$ cat src/rtl/pe_result_drain.sv
// Result drain for the systolic PE array: snapshots the accumulator field on capture,
// pulses an accumulator clear, and streams the snapshot out one PE row per beat.
module pe_result_drain #(
    parameter int N     = 8,
    parameter int M     = N,
    parameter int X     = 6,
    parameter int Y     = 24,
    parameter int ROW_W = (X > 1) ? $clog2(X) : 1
) (
    input  logic               clk,
    input  logic               rst,
    input  logic               cap,
    input  logic [Y*X*M-1:0]   D,
    input  logic               out_ready,
    output logic               out_valid,
    output logic [Y*M-1:0]     out_data,
    output logic [ROW_W-1:0]   out_row,
    output logic               out_last,
    output logic               sn_clr,
    output logic               busy,
    output logic               overrun
);

    localparam int RowBits = Y * M;
    localparam logic [ROW_W-1:0] LastRow = ROW_W'(X - 1);

    typedef enum logic {StIdle, StSend} state_e;

    state_e             state_q, state_d;
    logic [Y*X*M-1:0]   snap_q, snap_d;
    logic [ROW_W-1:0]   row_q, row_d;
    logic               sn_clr_q, sn_clr_d;
    logic               overrun_q, overrun_d;

    logic               last_xfer;
    logic               accept;
    logic [RowBits-1:0] rows [X];

    always_comb begin
        // A capture is taken from idle, or on the very edge the final row leaves.
        last_xfer = (state_q == StSend) && out_ready && (row_q == LastRow);
        accept    = cap && ((state_q == StIdle) || last_xfer);

        state_d   = state_q;
        snap_d    = snap_q;
        row_d     = row_q;
        sn_clr_d  = accept;
        overrun_d = overrun_q | (cap && (state_q == StSend) && !last_xfer);

        if (accept) begin
            snap_d  = D;
            row_d   = '0;
            state_d = StSend;
        end else if ((state_q == StSend) && out_ready) begin
            if (row_q == LastRow) begin
                state_d = StIdle;
                row_d   = '0;
            end else begin
                row_d = row_q + 1'b1;
            end
        end
    end

    always_ff @(posedge clk) begin
        if (rst) begin
            state_q   <= StIdle;
            snap_q    <= '0;
            row_q     <= '0;
            sn_clr_q  <= 1'b0;
            overrun_q <= 1'b0;
        end else begin
            state_q   <= state_d;
            snap_q    <= snap_d;
            row_q     <= row_d;
            sn_clr_q  <= sn_clr_d;
            overrun_q <= overrun_d;
        end
    end

    // Row 0 is the most significant slice of the field.
    always_comb begin
        for (int r = 0; r < X; r++) begin
            rows[r] = snap_q[(X-r)*RowBits-1 -: RowBits];
        end
    end

    assign out_valid = (state_q == StSend);
    assign busy      = (state_q == StSend);
    assign out_row   = row_q;
    assign out_last  = (state_q == StSend) && (row_q == LastRow);
    assign out_data  = rows[row_q];
    assign sn_clr    = sn_clr_q;
    assign overrun   = overrun_q;

endmodule

$ cat config.mk
export PLATFORM = sky130hd
export DESIGN_NAME = pe_result_drain
export DESIGN_NICKNAME = d
export VERILOG_FILES = /design/src/rtl/pe_result_drain.sv
export SDC_FILE = /design/constraint.sdc
export NUM_CORES = 2
export LEC_CHECK = 0
export ABC_AREA = 1
export CORE_AREA = 2 2 527 529
export CTS_CLUSTER_SIZE = 30
export DETAILED_ROUTE_END_ITERATION = 10
export DIE_AREA = 0 0 529 531
export PLACE_DENSITY_LB_ADDON = 0.2
export REMOVE_ABC_BUFFERS = 1
export SLEW_MARGIN = 15
export SYNTH_ARGS = -nofsm -noshare
export SYNTH_HDL_FRONTEND = slang
export SYNTH_SLANG_ARGS = --single-unit
$ cat constraint.sdc
create_clock -name clk -period 2 [get_ports clk]
set_input_delay 0.2 -clock clk [delete_from_list [all_inputs] [get_ports clk]]
set_output_delay 0.2 -clock clk [all_outputs]
set_load 0.1 [all_outputs]
# After elaboration in Yosys (flattened, before gate mapping)

Cells that the tools add are included.

Bits in registers: 1158
Bits of input ports: 1156
Output and inout bits: 200

Add/subtract/negate cells: 1
$lt $le $gt $ge: 1
Eq/ne operators: 1
Multiplexer cells: 7
Bitwise logic cells: 3
Reductions and logical operators: 12

Operators with widths:

| kind                | number |
|---|---|
| $bmux 192 s3        | 1 |
| $mux 192            | 2 |
| $logic_and 1x1->1   | 6 |
| $ge 4x4->1 const B  | 1 |
| $not 3->4           | 1 |
| $reduce_bool 2->1   | 2 |
| $add 3x1->3 const B | 1 |
| $eq 3x3->1 const B  | 1 |
| $mux 1              | 3 |
| $mux 3              | 1 |
| $reduce_and 2->1    | 1 |
| $reduce_or 2->1     | 1 |
| $logic_not 1->1     | 1 |
| $logic_or 1x1->1    | 1 |
| $not 1->1           | 1 |
| $or 1x1->1          | 1 |

# Longest topological paths before layout

Depth in word-level cells: 6
Depth in mapped cells: 10
Depth with buffers taken out: 7

# Least setup slack after synthesis

OpenSTA, ideal clock, no wires.

Path type: register to output
Start point: register row_q[1], in the netlist out_row[1]
End point: output out_data[151]
Arrival: 2.716 ns
Required time: 1.800 ns
Path slack: -0.916 ns
Stages on the path, launching flop included: 8
Path buffers: 3
Path through: dfxtp_1 -> buf_2 -> clkbuf_1 -> buf_1 -> nand3_1 -> nand3_1 -> nand2_1 -> nand2_1

Longest elaborated chain between the ends: 4

Ends and longest elaborated chain:

| item                                         | line | source |
|---|---|---|
| from (decl)                                  | 31   | `logic [ROW_W-1:0] row_q, row_d;` |
| from (signal assigned)                       | 74   | `row_q <= row_d;` |
| $not 3->4 (not written as such)              | 91   | `assign out_data = rows[row_q];` |
| $bmux 192 s3                                 | 91   |  |
| $mux 192 (not written as such) (2 in series) | 91   |  |
| to (decl)                                    | 16   | `output logic [Y*M-1:0] out_data,` |

No other way between the ends. The select of a mux whose other input is x is not followed.

# Final worst setup path

Start point: register row_q[1], in the netlist out_row[1]
End point: output out_data[160]

Same word-level chain as after synthesis.

==> impl_results.md <==
- Total number of yosys warnings: 0
- Footprint of the multi-input gates: 27,950 µm²
- Placer's final routability congestion estimate: 0.9042
- Via count of the first global-routing pass: 62,970
- Final hold slack: 0.04698 ns
- Library cell with the largest summed area after synthesis: sky130_fd_sc_hd__dfxtp_1
- Fraction of the mapped netlist area in compound gates: 0.03648
- Post-synthesis xor/xnor area fraction: 0.0001645
- Layout net count: 10,840
- Clock Root Buffer: sky130_fd_sc_hd__clkbuf_16
- Count of port buffers added during placement: 1,355
- Die extent in y: 531 µm
- Crit Path Max Fanout: 4
- Number of synthesized flops with an enable pin: 0
- Post-place setup slack: -0.4799 ns
- Post-synth top cells: sky130_fd_sc_hd__nand2_1, sky130_fd_sc_hd__nand3_1, sky130_fd_sc_hd__dfxtp_1
- Worst Setup Path Type: reg2out
- Crit path launch type: flop
- Min cycle time layout: 2.846 ns
- Slew at the pin closest to its max-slew limit: 0.6142 ns
- Num rows: 193
- Min-delay src: D[363]
- Final number of setup-violating endpoints: 1,324
- Simple-gate portion of the synthesized area: 0.4571
- Violations in the final reports: setup timing
- Reg-to-reg critical path endpoint: rows[961]$_SDFFE_PP0P_
- Share of flip-flops with an asynchronous set or reset: 0
- Proportion of netlist area held by the largest area contributor: 0.4355
- Post-Synthesis Cell Area: 53,230 µm²
- Max-cap check violation count: 0
- WL/cell: 23.24 µm
- Final core utilization: 0.3373
- Outcome: complete, but fails checks
- Top post-synthesis cells by area: sky130_fd_sc_hd__dfxtp_1, sky130_fd_sc_hd__nand3_1, sky130_fd_sc_hd__nand4_1, sky130_fd_sc_hd__nand2_1, sky130_fd_sc_hd__nor2_1
- Via density per instance: 4.831
- Synthesized-area fraction occupied by adder cells: 0
- Effective utilization at floorplan: 0.1934
- Setup repair after global routing missed its margin: yes
- DRC viols: 0
- Clk_skew: 0.04260 ns
- Largest net degree at the start of global routing: 105
- Fill cell instance count of the final layout: 28,990
- Fin. max-slew vios: 0
- Number of vias in the routed layout: 64,810
- Syn-to-layout area delta: 74.41%
- Layout cells sized above 1: 0.1642
- GRT Residual Overflow: 0
- Crit path capture type: output pin
- Hold worst-path end: rows[363]$_SDFFE_PP0P_
- Pleak: 40.23 nW
- Antenna violations before repair: 31
- Average size of a mapped cell: 6.996 µm²
- Horizontal extent of the die: 529 µm
- Required time of the critical path: 1.80 ns
- Total length of routed wires: 311.8 mm
- Clk_lat worst skew: 0.81 ns
- Normalized max-slew margin: 0.5906
- Worst setup slack for register-to-register paths: -0.39 ns
- Number of optimization iterations in the first detailed-route pass: 6
- IO Count: 1,356
- Launching point of the worst reg2reg path: out_row[0]$_SDFFE_PP0N_
- Minimum setup slack in the final design: -0.8459 ns
- Worst vdd rail ir drop: 757.9 µV
- Number of DRC violations after detailed-routing iteration 0: 5,140
- CTS H-tree depth: 4
- HPWL after DPL: 221.0 mm
- Most repeated cell in the gate-level netlist after synthesis: sky130_fd_sc_hd__nand2_1
- Global-route wire length before repair: 437.3 mm
- Die footprint: 280,900 µm²
- Number of buffers created by CTS: 147
- Most common flop cell mapped by yosys: sky130_fd_sc_hd__dfxtp_1
- Main combinational cell family by area after synthesis: simple AND/OR/NAND/NOR gates
- Count of nets left with antenna violations after detail routing: 0
- Arrival @ worst endpoint: 2.65 ns
- Power per standard cell area: 752.6 nW/µm²
- Placed instance area: 76,410 µm²
- TritonCTS sink count: 1,158
- Post-synthesis register bit count: 1,158
- Count of cells along the worst register-to-register path: 10
- Area of the core: 275,300 µm²
- Count of mapped cells out of synthesis: 7,609
- Maximum achievable frequency: 0.3514 GHz
- Footprint of the flip-flops and latches: 23,190 µm²
- Portion of the post-synthesis area used by sequential elements: 0.4355
- Share of synthesized area spent on multiplexers: 0
- Setup TNS: -341.61 ns
- Total non-filler cell area in the finished layout: 92,840 µm²
- Maximum count of clock buffers along a single path: 3
- Hold Violations, Final: 0
- Period utilization: 1.423
- Library cells used by synthesis: 18
- Hold Crit Depth: 3
- Worst-path clk slew: 0.06 ns
- Clock tree from TritonCTS: built
- GRT Total Usage: 0.2095
- Type of the worst min-delay path: in2reg
what timing repair did:
action / CTS / global route
hold buffers: 656 / 0
endpoints found under the hold margin: 661 / 0
pin swaps: 87 / 90
endpoints found under the setup margin: 869 / 1351
buffers inserted: 73 / 29
gates resized for setup: 522 / 385
cloned: 45 / 13
registers in the layout, summed over array words and instances (netlist names):
signal	count
busy	1
out_row	3
overrun	1
rows	1152
sn_clr	1
power breakdown:
part           switching, mW  internal, mW  total (mW)
logic                   9.90          7.37        17.3
registers              0.986          24.6        25.6
clock network           11.2          15.8        27.0
cell type report:
| cell class | count | area share |
|---|---|---|
| inverters | 10 | 0.001011 |
| diodes | 21 | 0.0005660 |
| clock inverters | 36 | 0.004488 |
| repair inverters | 3 | 0.0007142 |
| repair buffers | 2770 | 0.3466 |
| flip-flops and latches | 1158 | 0.2498 |
| multi-input cells | 5589 | 0.3010 |
| well taps | 3607 | 0.04861 |
| clock buffers | 221 | 0.04718 |
critical path, stage by stage, from the launching register on:
cell and delay (ns):
sky130_fd_sc_hd__dfxtp_4 0.36, sky130_fd_sc_hd__buf_12 0.15, sky130_fd_sc_hd__nand2_8 0.10, sky130_fd_sc_hd__inv_16 0.06, sky130_fd_sc_hd__buf_12 0.14, sky130_fd_sc_hd__buf_12 0.13, sky130_fd_sc_hd__clkbuf_16 0.17, sky130_fd_sc_hd__buf_4 0.15
sky130_fd_sc_hd__nand2_1 0.07, sky130_fd_sc_hd__nand3_2 0.14, sky130_fd_sc_hd__nand2_2 0.11, sky130_fd_sc_hd__nand2_2 0.07, sky130_fd_sc_hd__buf_12 0.17
through the flow:
stage               instances  total power [mW]
floorplan                6757             32.90
global route            13400             72.45
global placement        12340             41.39
finish                  13420             69.88
CTS                     13360             70.23
detailed placement      12340             41.41
per-layer routing:
metal,part of all wire,track usage,up-vias
met2,0.46,0.3411,2417
met1,0.44,0.2754,31170
met4,0.032,0.06720,24
met5,0.00049,0,-
met3,0.070,0.04265,409
li1,-,-,30790
cells by family (layout without fill, tap and decap cells):
family	Yosys count	count (layout)
DFF	1158	1158
and+or+nand+nor	5200	5200
AOI/OAI and AO/OA	388	388
other	0	21
buffers and inverters	862	3040
xor gates and xnor gates	1	1
cell usage in the layout, fill, tap and decap left out, types with 51 or more instances in the layout:
cell type and count:
sky130_fd_sc_hd__nand2_1 1515, sky130_fd_sc_hd__nand3_1 1505, sky130_fd_sc_hd__dfxtp_1 1155, sky130_fd_sc_hd__clkdlybuf4s50_1 1154
sky130_fd_sc_hd__nand4_1 1152, sky130_fd_sc_hd__dlygate4sd3_1 656, sky130_fd_sc_hd__nor2_1 644, sky130_fd_sc_hd__buf_4 420
sky130_fd_sc_hd__buf_12 387, sky130_fd_sc_hd__o21ai_0 213, sky130_fd_sc_hd__nand2_2 174, sky130_fd_sc_hd__clkbuf_16 162
sky130_fd_sc_hd__o21ai_1 142, sky130_fd_sc_hd__nor2_2 84, sky130_fd_sc_hd__buf_16 61, sky130_fd_sc_hd__buf_6 51
worst max-delay path by stage:
stage,start,end,slack [ns],cells past startpoint
after detailed placement,out_row[0]$_SDFFE_PP0N_,out_data[143],-0.48,7
after global placement,out_row[0]$_SDFFE_PP0N_,out_data[143],-0.41,7
final,out_row[1]$_SDFFE_PP0N_,out_data[160],-0.85,12
after CTS,out_row[0]$_SDFFE_PP0N_,out_data[187],-0.90,10
after floorplan,out_row[0]$_SDFFE_PP0N_,out_row[0]$_SDFFE_PP0N_,-82.84,5
after global routing,out_row[1]$_SDFFE_PP0N_,out_data[162],-0.94,10
No activity file was read; power rests on OpenSTA's default activity.
